==> src/rtl/mips32_pkg.sv <==
// rtl/mips32_pkg.sv - shared state encoding, error codes and opcode constants for the loader
package mips32_pkg;

  // Loader FSM states
  typedef enum logic [2:0] {
    S_IDLE   = 3'd0,
    S_LEN_HI = 3'd1,
    S_LEN_LO = 3'd2,
    S_WORD   = 3'd3,
    S_WRITE  = 3'd4,
    S_CSUM   = 3'd5,
    S_DONE   = 3'd6,
    S_ERROR  = 3'd7
  } state_t;

  // Error codes reported on err
  localparam logic [1:0] ERR_NONE = 2'b00;
  localparam logic [1:0] ERR_LEN  = 2'b01;
  localparam logic [1:0] ERR_CSUM = 2'b10;

  // Halt opcode, used by program images to stop the processor
  localparam logic [5:0] HLT_OPCODE = 6'b111111;

endpackage

==> src/rtl/mips32_word_assembler.sv <==
// rtl/mips32_word_assembler.sv - packs four big-endian stream bytes into a 32-bit word
module mips32_word_assembler (
  input  logic        clk1,
  input  logic        rst_n,
  input  logic        clr,
  input  logic        en,
  input  logic [7:0]  byte_in,
  output logic [31:0] word,
  output logic        word_ready
);

  logic [1:0]  idx_q, idx_d;
  logic [31:0] sr_q, sr_d;

  // The finished word includes the byte being accepted this cycle so the top
  // can register it into mem_wdata on the same edge that ends the word.
  assign word       = {sr_q[23:0], byte_in};
  assign word_ready = en && !clr && (idx_q == 2'd3);

  // Next-state for byte index and shift register; clr wins over en
  always_comb begin
    idx_d = idx_q;
    sr_d  = sr_q;
    if (clr) begin
      idx_d = 2'd0;
      sr_d  = 32'd0;
    end else if (en) begin
      idx_d = idx_q + 2'd1;
      sr_d  = {sr_q[23:0], byte_in};
    end
  end

  // Byte index and shift register flops
  always_ff @(posedge clk1 or negedge rst_n) begin
    if (!rst_n) begin
      idx_q <= 2'd0;
      sr_q  <= 32'd0;
    end else begin
      idx_q <= idx_d;
      sr_q  <= sr_d;
    end
  end

endmodule

==> src/rtl/mips32_prog_loader.sv <==
// rtl/mips32_prog_loader.sv - framed byte-stream loader writing program words into memory
module mips32_prog_loader
  import mips32_pkg::*;
#(
  parameter int ADDR_W    = 10,
  parameter int BASE_ADDR = 0,
  parameter int MAX_WORDS = 1024
) (
  input  logic              clk1,
  input  logic              rst_n,
  input  logic              start,
  input  logic              s_valid,
  output logic              s_ready,
  input  logic [7:0]        s_data,
  output logic              mem_we,
  output logic [ADDR_W-1:0] mem_addr,
  output logic [31:0]       mem_wdata,
  output logic              cpu_hold,
  output logic              done,
  output logic [1:0]        err,
  output logic [ADDR_W:0]   words_loaded
);

  localparam logic [ADDR_W-1:0] BASE  = ADDR_W'(BASE_ADDR);
  localparam logic [16:0]       MAX_N = 17'(MAX_WORDS);

  state_t              state_q, state_d;
  logic [7:0]          xor_q, xor_d;
  logic [15:0]         len_q, len_d;
  logic [ADDR_W:0]     words_loaded_q, words_loaded_d;
  logic                mem_we_q, mem_we_d;
  logic [ADDR_W-1:0]   mem_addr_q, mem_addr_d;
  logic [31:0]         mem_wdata_q, mem_wdata_d;
  logic                cpu_hold_q, cpu_hold_d;
  logic                done_q, done_d;
  logic [1:0]          err_q, err_d;

  logic                accept;
  logic                asm_en;
  logic                asm_clr;
  logic [31:0]         asm_word;
  logic                asm_ready;
  logic [15:0]         n_words;
  logic [15:0]         next_count;

  assign s_ready    = (state_q == S_LEN_HI) || (state_q == S_LEN_LO) ||
                      (state_q == S_WORD)   || (state_q == S_CSUM);
  assign accept     = s_valid && s_ready;
  assign asm_en     = accept && (state_q == S_WORD);
  assign asm_clr    = (state_q != S_WORD);
  assign n_words    = {len_q[15:8], s_data};
  assign next_count = 16'(words_loaded_q) + 16'd1;

  mips32_word_assembler u_asm (
    .clk1       (clk1),
    .rst_n      (rst_n),
    .clr        (asm_clr),
    .en         (asm_en),
    .byte_in    (s_data),
    .word       (asm_word),
    .word_ready (asm_ready)
  );

  // Frame FSM: next state, running checksum, write strobe and status outputs
  always_comb begin
    state_d        = state_q;
    xor_d          = xor_q;
    len_d          = len_q;
    words_loaded_d = words_loaded_q;
    mem_we_d       = 1'b0;
    mem_addr_d     = mem_addr_q;
    mem_wdata_d    = mem_wdata_q;
    cpu_hold_d     = cpu_hold_q;
    done_d         = done_q;
    err_d          = err_q;
    case (state_q)
      S_LEN_HI: begin
        if (accept) begin
          len_d[15:8] = s_data;
          xor_d       = xor_q ^ s_data;
          state_d     = S_LEN_LO;
        end
      end
      S_LEN_LO: begin
        if (accept) begin
          len_d[7:0] = s_data;
          xor_d      = xor_q ^ s_data;
          if ({1'b0, n_words} > MAX_N) begin
            state_d = S_ERROR;
            err_d   = ERR_LEN;
          end else if (n_words == 16'd0) begin
            state_d = S_CSUM;
          end else begin
            state_d = S_WORD;
          end
        end
      end
      S_WORD: begin
        if (accept) begin
          xor_d = xor_q ^ s_data;
          if (asm_ready) begin
            state_d     = S_WRITE;
            mem_we_d    = 1'b1;
            mem_wdata_d = asm_word;
            mem_addr_d  = BASE + words_loaded_q[ADDR_W-1:0];
          end
        end
      end
      S_WRITE: begin
        words_loaded_d = words_loaded_q + 1'b1;
        state_d        = (next_count == len_q) ? S_CSUM : S_WORD;
      end
      S_CSUM: begin
        if (accept) begin
          if (s_data == xor_q) begin
            state_d    = S_DONE;
            done_d     = 1'b1;
            cpu_hold_d = 1'b0;
          end else begin
            state_d = S_ERROR;
            err_d   = ERR_CSUM;
          end
        end
      end
      default: begin
        // IDLE, DONE and ERROR all re-arm on start
        if (start) begin
          state_d        = S_LEN_HI;
          done_d         = 1'b0;
          cpu_hold_d     = 1'b1;
          err_d          = ERR_NONE;
          words_loaded_d = '0;
          xor_d          = 8'd0;
        end
      end
    endcase
  end

  // State and output registers
  always_ff @(posedge clk1 or negedge rst_n) begin
    if (!rst_n) begin
      state_q        <= S_LEN_HI;
      xor_q          <= 8'd0;
      len_q          <= 16'd0;
      words_loaded_q <= '0;
      mem_we_q       <= 1'b0;
      mem_addr_q     <= BASE;
      mem_wdata_q    <= 32'd0;
      cpu_hold_q     <= 1'b1;
      done_q         <= 1'b0;
      err_q          <= ERR_NONE;
    end else begin
      state_q        <= state_d;
      xor_q          <= xor_d;
      len_q          <= len_d;
      words_loaded_q <= words_loaded_d;
      mem_we_q       <= mem_we_d;
      mem_addr_q     <= mem_addr_d;
      mem_wdata_q    <= mem_wdata_d;
      cpu_hold_q     <= cpu_hold_d;
      done_q         <= done_d;
      err_q          <= err_d;
    end
  end

  assign mem_we       = mem_we_q;
  assign mem_addr     = mem_addr_q;
  assign mem_wdata    = mem_wdata_q;
  assign cpu_hold     = cpu_hold_q;
  assign done         = done_q;
  assign err          = err_q;
  assign words_loaded = words_loaded_q;

endmodule
==> config.mk <==
export PLATFORM = sky130hd
export DESIGN_NAME = mips32_prog_loader
export DESIGN_NICKNAME = d
export VERILOG_FILES = /design/src/rtl/mips32_pkg.sv /design/src/rtl/mips32_word_assembler.sv /design/src/rtl/mips32_prog_loader.sv
export SDC_FILE = /design/constraint.sdc
export NUM_CORES = 1
export LEC_CHECK = 0
export CORE_ASPECT_RATIO = 0.8
export CORE_MARGIN = 8
export CORE_UTILIZATION = 50
export CTS_CLUSTER_SIZE = 12
export DETAILED_ROUTE_END_ITERATION = 12
export HOLD_SLACK_MARGIN = 0.03
export PLACE_DENSITY = 0.76
export SLEW_MARGIN = 20
export SYNTH_ARGS = -nofsm -noshare
export SYNTH_HDL_FRONTEND = slang
export SYNTH_HIERARCHICAL = 1
export SYNTH_SLANG_ARGS = --single-unit
==> constraint.sdc <==
create_clock -name clk1 -period 2.5 [get_ports clk1]
set_input_delay 0.5 -clock clk1 [delete_from_list [all_inputs] [get_ports clk1]]
set_output_delay 0.5 -clock clk1 [all_outputs]
set_load 0.01 [all_outputs]
== Word-level counts from Yosys, hierarchy flattened ==
Index checks and enable logic that the tools add are counted.

* Add/subtract/negate cells: 3
* $lt $le $gt $ge: 1
* Eq/ne operators: 18
* Mux-type cells: 37
* Bitwise logic cells: 5
* Reduce and logical (&&, ||, !) cells: 28

{| class="wikitable"
|+ Operators with widths
! operator !! count
|-
| two-way mux 24 bit || 2
|-
| two-way mux 3 bit || 9
|-
| one-hot mux 11 bit (2 select lines) || 1
|-
| equality test 12 x 16 -> 1 bit || 1
|-
| > comparator 16 x 11 -> 1 bit, second input constant || 1
|-
| zero test 16 bit || 1
|-
| two-way mux 8 bit || 2
|-
| one-hot mux 8 bit (2 select lines) || 1
|-
| one-hot mux 3 bit (5 select lines) || 1
|-
| two-way mux 2 bit || 7
|-
| adder 11 x 1 -> 12 bit, second input constant || 1
|-
| inequality test 2 bit, second input constant || 6
|-
| AND reduction 6 bit || 2
|-
| adder 11 x 1 -> 11 bit, second input constant || 1
|-
| two-way mux 11 bit || 1
|-
| two-way mux 1 bit || 10
|-
| equality test 8 bit || 1
|-
| nonzero test 2 bit || 4
|-
| OR reduction 4 bit || 2
|-
| XOR 8 bit || 1
|-
| equality test 3 x 2 -> 1 bit, second input constant || 2
|-
| equality test 3 bit, second input constant || 2
|-
| inequality test 2 x 1 -> 1 bit, second input constant || 3
|-
| one-hot mux 2 bit (3 select lines) || 1
|-
| other kinds (16) || 29
|}

* Register bits after elaboration: 111
* Output and inout bits: 59
* Word-level logic and storage cells: 105

== Logic depth before layout (Yosys ltp) ==
Gate-level depths: netlist (run 1).

* Word-level depth: 11
* Mapped depth: 12

== Cells and area by module ==
The synthesis (run 1) kept the hierarchy.

{| class="wikitable"
|+ By module, submodules not included
! module !! times used !! cells an instance !! area each (um^2) !! sequential area each (um^2)
|-
| mips32_prog_loader || 1 || 440 || 4,197.8 || 2,129.5
|-
| mips32_word_assembler || 1 || 95 || 1,156.1 || 650.6
|}

== Worst setup path after synthesis (run 1) ==
Ideal clock, no wire load.

* Path type: input to register
* Start point: input port s_valid
* End point: register state_q[1]
* Data arrival time: 2.225 ns
* Required time: 2.368 ns
* Setup slack: 0.143 ns
* Stages: 12
* Cell sequence: nor2b_2 > and3_2 > buf_6 > buf_12 > nand2_1 > nor2_1 > inv_1 > o2bb2ai_1 > a221oi_4 > nand2_1 > a31oi_1 > o22ai_1

* Word-level cells in the longest chain between the ends: 6
* Elaborated cells between the ends (all ways): 10
* Those cells by class: eq/ne: 5; reduce/logical: 5

{| class="wikitable"
|+ RTL lines
! what !! line !! RTL
|-
| start: declaration || mips32_prog_loader.sv:12 || <nowiki>input logic s_valid,</nowiki>
|-
| logical AND 1 bit || mips32_prog_loader.sv:48 || <nowiki>assign accept = s_valid && s_ready;</nowiki>
|-
| logical AND 1 bit || mips32_prog_loader.sv:49 || <nowiki>assign asm_en = accept && (state_q == S_WORD);</nowiki>
|-
| named net asm_en || mips32_prog_loader.sv:39 || <nowiki>logic asm_en;</nowiki>
|-
| logical AND 1 bit (2 in series) || mips32_word_assembler.sv:18 || <nowiki>assign word_ready = en && !clr && (idx_q == 2'd3);</nowiki>
|-
| named net asm_ready || mips32_prog_loader.sv:42 || <nowiki>logic asm_ready;</nowiki>
|-
| inequality test 2 bit (no line) || - ||
|-
| AND reduction 6 bit (no line) || - ||
|-
| end signal: assignment || mips32_prog_loader.sv:153 || <nowiki>state_q <= state_d;</nowiki>
|-
| end: declaration || mips32_prog_loader.sv:27 || <nowiki>state_t state_q, state_d;</nowiki>
|}

The timed path passes the listed nets, and every way through them passes these cells.
A chain may end at the register's enable or synchronous reset.

== Worst setup path in the final report (run 1) ==
* Start point: register state_q[0]
* End point: output port s_ready

* Word-level cells in the longest chain between the ends: 4
* Elaborated cells between the ends (all ways): 7
* Those cells by class: eq/ne: 4; reduce/logical: 3

{| class="wikitable"
|+ RTL lines
! what !! line !! RTL
|-
| equality test 3 x 1 -> 1 bit / equality test 3 x 2 -> 1 bit (equally long branches) || mips32_prog_loader.sv:46 || <nowiki>assign s_ready = (state_q == S_LEN_HI) || (state_q == S_LEN_LO) ||</nowiki>
|-
| logical OR 1 bit (2 in series) || mips32_prog_loader.sv:46 ||
|-
| logical OR 1 bit * || mips32_prog_loader.sv:47 || <nowiki>(state_q == S_WORD) || (state_q == S_CSUM);</nowiki>
|-
| end: declaration || mips32_prog_loader.sv:13 || <nowiki>output logic s_ready,</nowiki>
|}

Every way passes the cells marked *; elsewhere a longest branch is shown, timed or not.

==> impl_results.md, run 1 <==
- Status: complete, no violations
- Slew @ Worst Pin: 0.526 ns
- DR iter-0 viols: between 300 and 400
- Setup_tns: 0 ns
- Post-synthesis sequential area ratio: 51.9%
- Max H-tree Level: 3
- LEAKAGE: 2.99 nW
- Drt total wl: 12,800 um
- Sw Share: 33.6%
- Routed via count: 4,095
- CP endpoint kind: output port
- Yosys top cell by area: dfrtp_1
- First-pass GRT wire length: 21,400 um
- Finished Cell Area: ~0.0065 mm2
- Maxcap violations: 0
- P per Cell Area: between 800 and 900 mW/mm2
- Vias in the first global route: just over 4,000
- FMAX: ~420 MHz
- Synth warn: 6
- Fin cells: 753
- Combinational fraction of design power: between 30% and 40%
- Largest fanout on the critical path: 18
- CTS root buf: clkbuf_16
- Die Ht: 109 um
- Hold crit path type: primary input to asynchronous set/reset pin
- Most common flop cell mapped by yosys: dfrtp_1
- Antenna-violating nets left: 0
- Shortest period the worst path allows: roughly 2.4 ns
- Fin util: 63.2%
- Slew margin rel.: 65.0%
- Final #Nets: 622
- Critical Path AT: approximately 1.9 ns
- FP Rows: 33
- Final Hold Vio Count: 0
- Skew final: 0.00837 ns
- Share of layout cells above drive strength 1: 14.0%
- Max VDD drop: 0.489 mV
- Core area: 0.0103 mm2
- Startpoint Class: flop
- Synth unique cells: 55
- EDFF count, synth: 0
- Total CTS buffers: 9
- Gate count of the mapped netlist: approximately 540
- CTS clk-pin slew, worst paths: about 0.07 ns
- Layout area overhead: 21.9%
- Starting Density: roughly half
- Mapped cell area: between 0.005 and 0.006 mm2
- Pre-antenna DRT Iters: 4
- Synth async-reset ratio: 100%
- DIE WIDTH: between 100 and 150 um
- Clock sink count: 111
- Cell Int Power: 3.68 mW
- Top-area cell type share of the netlist area: 50.9%
- Final Max Slew Viols: 0
- Ranking of synthesized cells by area: dfrtp_1 51%, nand2_1 8.7%, mux2i_1 5.8%
- Reported net switching power: 1.86 mW
- DRC: 0
- Placed Instances: about 740
- Syn Area/Cell: about 10 um2
- CTS max path bufs: 2
- Port Buffer Count: 70
- RSZ-0062 raised after global routing: false
- CP Data Required Time: roughly 2 ns
- Reg power frac: 42.9%
- Via density: about 5.4
- Final period util: between 90% and 100%
- Dpl hpwl: 9410 um
- Ports: about 70
- Setup violators final: 0
- Clock share of power: 25.6%
- Setup bufs post-CTS: 0
- Worst skew pair latency: ~0.34 ns
- Initial antenna violation count: 0
- GPL Wtd Cong: 0.835
- WS Path Type: flop to output port
- CTS tree: done
- Antenna Cells: 0
- WL/cell: roughly 17 um
- Post-cts sizing count: 0
- GRT Resource Usage Total: roughly 19%
- Register bit total from synthesis: 111
- Mapped Nets: around 550
- Hold Buf Count CTS: 0
- Grt total ovfl: 0
- Die Area: 0.0143 mm2
- Largest net degree at the start of global routing: 40
- Cell Area, Placed: 0.00623 mm2
## cell usage in the layout, fill, tap and decap left out, drive strengths merged, types with 3 or more instances in the layout
cell type	synthesis	layout
nor4	4	4
clkdlybuf4s50	0	69
a31oi	3	3
clkbuf	3	13
buf	35	31
xnor2	6	6
nor3	7	7
and3	7	7
nor2	50	50
mux2i	31	31
o22ai	4	4
nand3	7	7
nand4	3	3
inv	9	9
xor2	18	18
mux2	26	26
a21oi	10	10
nand2b	8	8
dfrtp	109	109
o21ai	41	41
nand2	125	125
## worst max-delay path, cell delays in order (launching register included)
cell and delay, ns:
dfstp_4 0.73, nor2_1 0.10, a21oi_1 0.15, clkdlybuf4s50_1 0.56
## layout make-up
cell class / instances / area (um2)
Sequential cell: 111 / 2780
Tap cell: 140 / 175
Clock buffer: 13 / 250
Timing Repair Buffer: 100 / 948
Inverter: 9 / 33.8
Clock inverter: 3 / 45.0
Multi-Input combinational cell: 377 / 2290
Fill cell: 872 / 3800
## logic make-up (layout without fill, tap and decap cells)
logic type	after synthesis	count (layout)	share of synthesized area, %
adders and majority gates	2	2	0.467
buffers and inverters	47	125	5.33
DFF	111	111	51.9
AOI/OAI and AO/OA	79	79	9.37
muxes	57	57	11.3
and+or+nand+nor	215	215	17.7
xor gates and xnor gates	24	24	3.93
## metal layers
layer	up-vias	track usage (%)	wire length, um
met5	-	0	0
li1	1942	-	-
met4	0	6.05	172
met3	12	5.05	693
met2	105	27.9	5750
met1	2036	25.6	6140
## cells in the mapped netlist, types with 3 or more instances
library cell and n:
mux2_2 23, nand2_1 124, nor2_1 48, o22ai_1 3, nand4_1 3, xnor2_1 6
inv_1 8, buf_2 22, o21ai_1 20, buf_4 9, clkbuf_1 3, a21oi_1 9
xor2_1 18, a31oi_1 3, o21ai_0 21, nor3_1 4, nor3_2 3, nor4_1 3
nand3_1 6, dfrtp_1 109, nand2b_1 8, mux2_1 3, and3_1 6, mux2i_1 31
## registers in the layout (all words and copies together), names as in the netlist, 3 cells and up
signal and count:
xor_q 8, len_q 16, words_loaded 11, mem_addr 10
state_q 3, mem_wdata 32, u_asm/sr_q 24
## per-stage QoR
step / setup slack, ns / hold slack, ns / power (mW)
final: 0.105 / 0.130 / 5.54
after CTS: 0.0342 / 0.144 / 5.56
after global routing: 0.0319 / 0.161 / 5.87
after global placement: 0.122 / 0.456 / 4.06
after detailed placement: 0.0714 / 0.464 / 4.13
after floorplan: 0.143 / 0.204 / 3.66
## power groups by stage
stage / clock network, mW / logic (mW) / registers [mW]
after floorplan: 0 / 1.36 / 2.30
after global placement: 0 / 1.68 / 2.38
after detailed placement: 0 / 1.73 / 2.40
after CTS: 1.46 / 1.74 / 2.36
after global routing: 1.53 / 1.92 / 2.42
final: 1.42 / 1.74 / 2.38
## worst paths after layout
kind                            depth (start not counted)  slack [ns]                        start                        end
worst max-delay path                                    3        0.10       state_q[0]$_DFFE_PN1P_                    s_ready
worst min-delay path                                    1        0.13                        rst_n           mem_we$_DFF_PN0_
worst max register to register                          7        0.29  words_loaded[1]$_DFFE_PN0P_     state_q[1]$_DFFE_PN0P_
worst min register to register                          2        0.48    mem_wdata[22]$_DFFE_PN0P_  mem_wdata[22]$_DFFE_PN0P_
max in group asynchronous                               2        1.68                        rst_n     state_q[0]$_DFFE_PN1P_
min in group clk1                                       2        0.48    mem_wdata[22]$_DFFE_PN0P_  mem_wdata[22]$_DFFE_PN0P_
Power figures use the tool's default switching activity.
==> run 2, diff against run 1 <==
Settings changed: SKIP_LAST_GASP set to 1.
==> results of run 2 <==
The final DEF is identical to that of run 1; final timing and power are the same.
==> run 3, diff against run 2 <==
Settings changed: CORE_MARGIN 8 to 5, CTS_CLUSTER_SIZE 12 to 24.
==> impl_results.md, run 3 (synthesis gave the netlist of run 1 again) <==
- Status: complete, no violations
- Setup_tns: 0 ns
- CTS tree: done
- GPL Wtd Cong: 0.909
- Area of the multi-input gates: 0.00229 mm2
- Port Buffer Count: 70
- Skew final: a little under 0.006 ns
- CTS root buf: clkbuf_16
- Clock sink count: 111
- Hold crit path type: primary input to asynchronous set/reset pin
- R2R depth: 7
- Layout area overhead: 21.3%
- WL/cell: 16.3 um
- DRC: 0
- CTS clk-pin slew, worst paths: 0.07 ns
- Dpl hpwl: 8760 um
- Max H-tree Level: 3
- Antenna-violating nets left: 0
- Max VDD drop: 0.406 mV
- Final Max Slew Viols: 0
- Largest net degree at the start of global routing: 50
- FMAX: 415 MHz
- RR Startpoint: words_loaded[1]$_DFFE_PN0P_
- Total CTS buffers: 9
- Final period util: 96.5%
- Die Area: 0.0129 mm2
- Slew @ Worst Pin: 0.632 ns
- First-pass GRT wire length: between 20,000 and 25,000 um
- Final #Nets: 620
- Grt total ovfl: 0
- Core area: 0.0104 mm2
- Largest fanout on the critical path: 18
- Starting Density: between 50 and 60%
- Die Ht: 103 um
- Startpoint Class: flop
- Vias in the first global route: 3,925
- Setup violators final: 0
- Shortest period the worst path allows: approximately 2.4 ns
- RR Endpoint: state_q[1]$_DFFE_PN0P_
- Worst skew pair latency: around 0.35 ns
- FP Rows: 33
- RSZ-0062 raised after global routing: false
- Most common library cell in the layout ignoring fill and taps: nand2_1
- Setup bufs post-CTS: 0
- DR iter-0 viols: 516
- Via density: 5.47
- GRT Resource Usage Total: between 15 and 20%
- Most frequent cells in the layout: 124 x nand2_1, 109 x dfrtp_1, 69 x clkdlybuf4s50_1
- CP Data Required Time: approximately 2.0 ns
- LEAKAGE: 2.97 nW
- R2R setup slack: ~0.24 ns
- P per Cell Area: between 800 and 900 mW/mm2
- Slew margin rel.: 57.9%
- CP endpoint kind: output port
- Max reg flops: 32
- Critical Path AT: 1.91 ns
- # fillers: a little over 800
- Hold Buf Count CTS: 0
- Share of layout cells above drive strength 1: 14.2%
- Drt total wl: ~12,000 um
- Antenna Cells: 0
- Pre-antenna DRT Iters: 5
- Sequential cell area: around 0.0028 mm2
- Ports: 71
- Initial antenna violation count: 0
- DIE WIDTH: about 130 um
- Maxcap violations: 0
- WS Path Type: flop to output port
- Fin util: 62.7%
- Routed via count: between 4,000 and 5,000
- Final Hold Vio Count: 0
- CTS max path bufs: 2
run 3: how the worst max path moves through the flow:
stage | cells after the start | from | slack (ns) | end
global route | 3 | state_q[0]$_DFFE_PN1P_ | 0.009 | s_ready
detailed placement | 11 | s_valid | 0.008 | state_q[1]$_DFFE_PN0P_
CTS | 3 | state_q[0]$_DFFE_PN1P_ | 0.02 | s_ready
global placement | 11 | s_valid | 0.10 | state_q[1]$_DFFE_PN0P_
finish | 3 | state_q[0]$_DFFE_PN1P_ | 0.09 | s_ready
floorplan | 12 | s_valid | 0.14 | state_q[1]$_DFFE_PN0P_
run 3: power breakdown:
group	internal [mW]	total, mW	switching, mW
clock	0.687	1.36	0.677
sequential	2.08	2.40	0.321
combinational	0.766	1.69	0.920
total	3.53	5.45	1.92
run 3: repair_timing:
action,4_1_cts,5_1_grt
setup endpoints to repair,0,1
resized for setup,0,1
endpoints found under the hold margin,0,0
run 3: metal layers:
metal / track usage, % / share of wire (%)
met1: 27.7 / 47
met2: 31.1 / 45
met3: 4.76 / 7.0
met4: 4.00 / 0.88
met5: 0 / 0
run 3: metrics by stage:
stage	worst slack (ns)	cell area (um2)	power (mW)	instances	hold slack [ns]
after global placement	0.104	6210	4.02	735	0.457
after detailed placement	0.00798	6210	4.09	735	0.466
after global routing	0.00937	6490	5.77	751	0.211
after floorplan	0.143	5350	3.66	535	0.204
after CTS	0.0212	6490	5.48	751	0.187
final	0.0882	6490	5.45	751	0.169
run 3: layout make-up:
class | count | share of cell area, %
repair buffers | 98 | 14.4
well taps | 140 | 2.70
multi-input cells | 377 | 35.2
inverters | 9 | 0.520
clock inverters | 7 | 0.829
flip-flops and latches | 111 | 42.9
clock buffers | 9 | 3.47
run 3: worst max-delay path, cell delays in order, from the launching register on:
cell and delay, ns:
dfstp_4 0.74, nor2_1 0.10, a21oi_1 0.16, clkdlybuf4s50_1 0.57
==> variant 1 (flow settings as in run 1) <==
Take the reset off `words_loaded_q` and `mem_wdata_q` and load them in a clocked block of their own.
--- a/src/rtl/mips32_prog_loader.sv
+++ b/src/rtl/mips32_prog_loader.sv
@@ -142,10 +142,8 @@
       state_q        <= S_LEN_HI;
       xor_q          <= 8'd0;
       len_q          <= 16'd0;
-      words_loaded_q <= '0;
       mem_we_q       <= 1'b0;
       mem_addr_q     <= BASE;
-      mem_wdata_q    <= 32'd0;
       cpu_hold_q     <= 1'b1;
       done_q         <= 1'b0;
       err_q          <= ERR_NONE;
@@ -153,14 +151,17 @@
       state_q        <= state_d;
       xor_q          <= xor_d;
       len_q          <= len_d;
-      words_loaded_q <= words_loaded_d;
       mem_we_q       <= mem_we_d;
       mem_addr_q     <= mem_addr_d;
-      mem_wdata_q    <= mem_wdata_d;
       cpu_hold_q     <= cpu_hold_d;
       done_q         <= done_d;
       err_q          <= err_d;
     end
+  end
+
+  always_ff @(posedge clk1) begin
+    words_loaded_q <= words_loaded_d;
+    mem_wdata_q    <= mem_wdata_d;
   end
 
   assign mem_we       = mem_we_q;
Check against the original RTL: differs if rst_n is asserted again (counterexample within 10 cycles, from zero or initial values and one cycle with rst_n low); with rst_n held inactive, the same outputs for 10 cycles.
==> variant 1 against run 1 <==
- combinational power is 3% higher
- core utilization is 0.95 points lower
- sequential cell count stayed put
- routed wire length is 15% lower
- power is 2.9% higher
- area after synthesis is 5.3% lower
- worst setup slack better by 5.2 ps
- via count is 14% lower
- cell count is 15% lower
- cell area is 3.9% lower
- global-route usage is 2.1 points lower
- largest cell class unchanged
- highest routed layer unchanged
==> variant 1: results <==
export IMPL_global_route_usage_met2_pct=25.61
export IMPL_synth_seq_area_share_pct=59.07
export IMPL_grt_start_max_net_pins=65
export IMPL_synth_top_cells_by_area="sky130_fd_sc_hd__dfrtp_1, sky130_fd_sc_hd__edfxtp_1, sky130_fd_sc_hd__mux2_2"
export IMPL_cpMaxStageDelayCell="sky130_fd_sc_hd__clkdlybuf4s50_1"
export IMPL_worst_clk_skew_ps=6.988
export IMPL_grt_pass1_wl_mm=17.93
export IMPL_synthTopCellsByCount="sky130_fd_sc_hd__dfrtp_1, sky130_fd_sc_hd__edfxtp_1, sky130_fd_sc_hd__nor2_1, sky130_fd_sc_hd__nand2_1, sky130_fd_sc_hd__o21ai_0"
export IMPL_netlist_cell_type_count=52
export IMPL_placed_cells=625
export IMPL_post_dp_cell_area_um2=5974
export IMPL_wl_per_cell_um=16.94
export IMPL_worst_setup_hold_path_clk_slew_ps=80
export IMPL_synth_edff_count=43
export IMPL_layout_nets=512
export IMPL_layout_filler_cells=844
export IMPL_worst_hold_path_type="flop to flop"
export IMPL_grtUsageTotal_pct=16.47
export IMPL_crit_path_max_fanout=20
export IMPL_avgSynthCellArea_um2=12.19
export IMPL_initial_antenna_violation_count=0
export IMPL_grt_util_met3_pct=4.402
export IMPL_ys_async_sr_fraction_pct=61.26
export IMPL_cellLeakagePower_uw=0.002541
export IMPL_dr_pass1_iters=5
export IMPL_grt_met1_usage_pct=21.92
export IMPL_place_detailed_hpwl_mm=7.629
export IMPL_gp_routability_congestion=0.8784
export IMPL_layout_drive_gt1_share_pct=16.10
export IMPL_tightest_slew_margin_relative_to_the_limit_pct=39.70
export IMPL_mapped_nets=430
export IMPL_first_global_vias=3489
export IMPL_largest_register_ffs=32
export IMPL_crit_path_max_incr_delay_ps=590
export IMPL_run_status="complete, no violations"
export IMPL_worst_ir_drop_vdd_mv=0.4452
export IMPL_drt_wl_total_mm=10.89
export IMPL_initialDrtViolationCount=301
export IMPL_route_detailed_vias_per_inst=5.485
[variant 1: cell count changes after synthesis, moves of 5 or more]
| cell | change |
|---|---|
| sky130_fd_sc_hd__nor2_1 | -5 |
| sky130_fd_sc_hd__nand2b_1 | -5 |
| sky130_fd_sc_hd__edfxtp_1 | +43 |
| sky130_fd_sc_hd__buf_2 | -14 |
| sky130_fd_sc_hd__nand2_1 | -90 |
| sky130_fd_sc_hd__o21ai_0 | +10 |
| sky130_fd_sc_hd__o21ai_1 | -20 |
| sky130_fd_sc_hd__mux2i_1 | -6 |
| sky130_fd_sc_hd__dfrtp_1 | -43 |
[variant 1: timing repair]
item / CTS / global route
setup buffers: 0 / 1
pin swaps: 0 / 0
hold endpoints to repair: 4 / 0
hold buffers: 1 / 0
setup endpoints to repair: 1 / 1
gates resized for setup: 1 / 0
[variant 1: per-layer routing]
metal / share of wire, % / wire, um
met1: 44 / 4826
met2: 48 / 5192
met4: 1.6 / 173
met3: 6.4 / 700
met5: 0 / 0
[variant 1: worst paths after layout]
check | start | slack (ps) | to | cells after the start
min in group asynchronous | rst_n | 550 | u_asm/sr_q[5] | 2
hold / removal | u_asm/sr_q[21] | 450 | mem_wdata[29] | 0
setup / recovery | state_q[1] | 110 | s_ready | 3
hold reg to reg | u_asm/sr_q[21] | 450 | mem_wdata[29] | 0
max in group asynchronous | rst_n | 1340 | cpu_hold | 3
setup reg to reg | words_loaded[1] | 350 | state_q[1] | 7
[variant 1: logic make-up (layout without fill, tap and decap cells)]
logic type,count (synthesis),count (layout),synth area share [%]
mux,48,48,10.04
flops,111,111,59.07
buf+inv,34,121,4.244
compound gates,64,64,7.550
simple gates,129,129,12.93
fa+ha+maj,2,2,0.4934
xor+xnor,28,28,5.675
[variant 1: cell type report]
type	instances	area, um^2	share of cell area (%)
Clock buffer	9	225.2	3.591
Clock inverter	7	53.80	0.8578
Inverter	8	33.78	0.5386
Multi-Input combinational cell	271	1862	29.68
Sequential cell	111	2997	47.78
Tap cell	140	175.2	2.793
Timing Repair Buffer	97	925.9	14.76
[variant 1: power by group]
part | total [uW] | leakage [uW] | switching [uW] | internal [uW]
Sequential | 2560 | 0.00132 | 347 | 2210
Combinational | 1790 | 0.00108 | 950 | 841
Clock | 1350 | 0.000141 | 663 | 689
[variant 1: worst max-delay path, delay by kind of cell (launching register included)]
family	cells	cell delay, ps
buf+inv	1	590
flops	1	550
compound gates	1	240
simple gates	1	170
[variant 1: through the flow]
step	power, uW	hold slack, ps	setup TNS [ps]	setup slack [ps]	util [%]
finish	5699	453.8	0	110.0	62.26
global route	6041	462.3	0	34.69	62.26
CTS	5708	454.4	0	40.45	62.18
detailed placement	4339	330.1	-1.134	-1.134	59.30
global placement	4266	330.0	0	31.15	59.30
floorplan	3800	204.4	0	60.45	-
==> variant 2 (config.mk and constraints of run 1) <==
Made on the original files. `ADDR_W`: 10 -> 11.
--- a/src/rtl/mips32_prog_loader.sv
+++ b/src/rtl/mips32_prog_loader.sv
@@ -2,7 +2,7 @@
 module mips32_prog_loader
   import mips32_pkg::*;
 #(
-  parameter int ADDR_W    = 10,
+  parameter int ADDR_W    = 11,
   parameter int BASE_ADDR = 0,
   parameter int MAX_WORDS = 1024
 ) (
Interface: changed (resized mem_addr and words_loaded); port bits go from 71 to 73. The function was not compared with the original's and may differ.
==> variant 2 against run 1 <==
- sequential cell count is 2 higher
- area after synthesis increased by 1.4%
- routed wire length increased by 4.2%
- power up 20%
- clock power grew 70%
- critical path depth stayed put
- non-clock buffer count grew 16
- worst hold slack better by 350 ps
- worst setup slack got worse by 1.1 ps
- cell area is 8.0% higher
- critical path type unchanged
- critical endpoint unchanged
==> variant 2: results <==
export IMPL_critical_path_startpoint="state_q[1]"
export IMPL_mapped_nets=490
export IMPL_detailroute_wirelength_met3_um=875
export IMPL_synth_top_cells_by_area="sky130_fd_sc_hd__dfrtp_1, sky130_fd_sc_hd__mux2_2, sky130_fd_sc_hd__mux2i_1"
export IMPL_post_cts_setup_buffer_count=1
export IMPL_placement_io_buffers=72
export IMPL_buffers_excl_clock=116
export IMPL_grt_pass1_wl_mm=21.89
export IMPL_wl_per_cell_um=18.12
export IMPL_preCtsSetupSlack_ps=37.50
export IMPL_place_detailed_hpwl_mm=9.648
export IMPL_crit_path_max_fanout=9
export IMPL_synth_seq_area_share_pct=52.14
export IMPL_drt_wl_total_mm=13.28
export IMPL_netlist_cell_type_count=61
export IMPL_hold_worst_slack_ps=481.4
export IMPL_synth_fa_ha_area_share_pct=0.4610
export IMPL_clk_insertion_delay_late_ps=410
export IMPL_placed_cells=700
export IMPL_avgSynthCellArea_um2=11.40
export IMPL_max_slew_worst_pin_slew_ps=646.6
export IMPL_worstReg2RegStart="words_loaded[6]"
export IMPL_wl_met1_mm=6.079
export IMPL_power_share_clock_pct=36.5
export IMPL_met2_length_mm=6.121
export IMPL_non_clock_buffer_area_share_pct=15.27
export IMPL_layout_clock_cell_area_share_pct=8.558
export IMPL_initialDrtViolationCount=297
export IMPL_worst_clk_skew_ps=11.57
export IMPL_seq_cell_power_uw=2440
export IMPL_cts_hold_buffers=1
export IMPL_cpMaxStageDelayCell="sky130_fd_sc_hd__clkdlybuf4s50_1"
export IMPL_run_status="complete, no violations"
export IMPL_clockBufferCount=20
export IMPL_numCtsBuffers=17
-- variant 2: cell count changes in the layout (fill, tap and decap cells not counted), moves of 7 or more --
cell | before | now
sky130_fd_sc_hd__nand2_1 | 124 | 24
sky130_fd_sc_hd__mux2_2 | 23 | 58
sky130_fd_sc_hd__clkbuf_16 | 9 | 17
sky130_fd_sc_hd__xnor2_1 | 6 | 16
sky130_fd_sc_hd__buf_4 | 29 | 42
sky130_fd_sc_hd__o21ai_1 | 20 | 1
sky130_fd_sc_hd__o21ai_0 | 21 | 40
sky130_fd_sc_hd__xor2_1 | 18 | 11
-- variant 2: worst min-delay path, stage by stage, from the launching register on --
cell                      delay [ps]
sky130_fd_sc_hd__dfrtp_1         340
sky130_fd_sc_hd__nand2_1          50
sky130_fd_sc_hd__o21ai_0          60
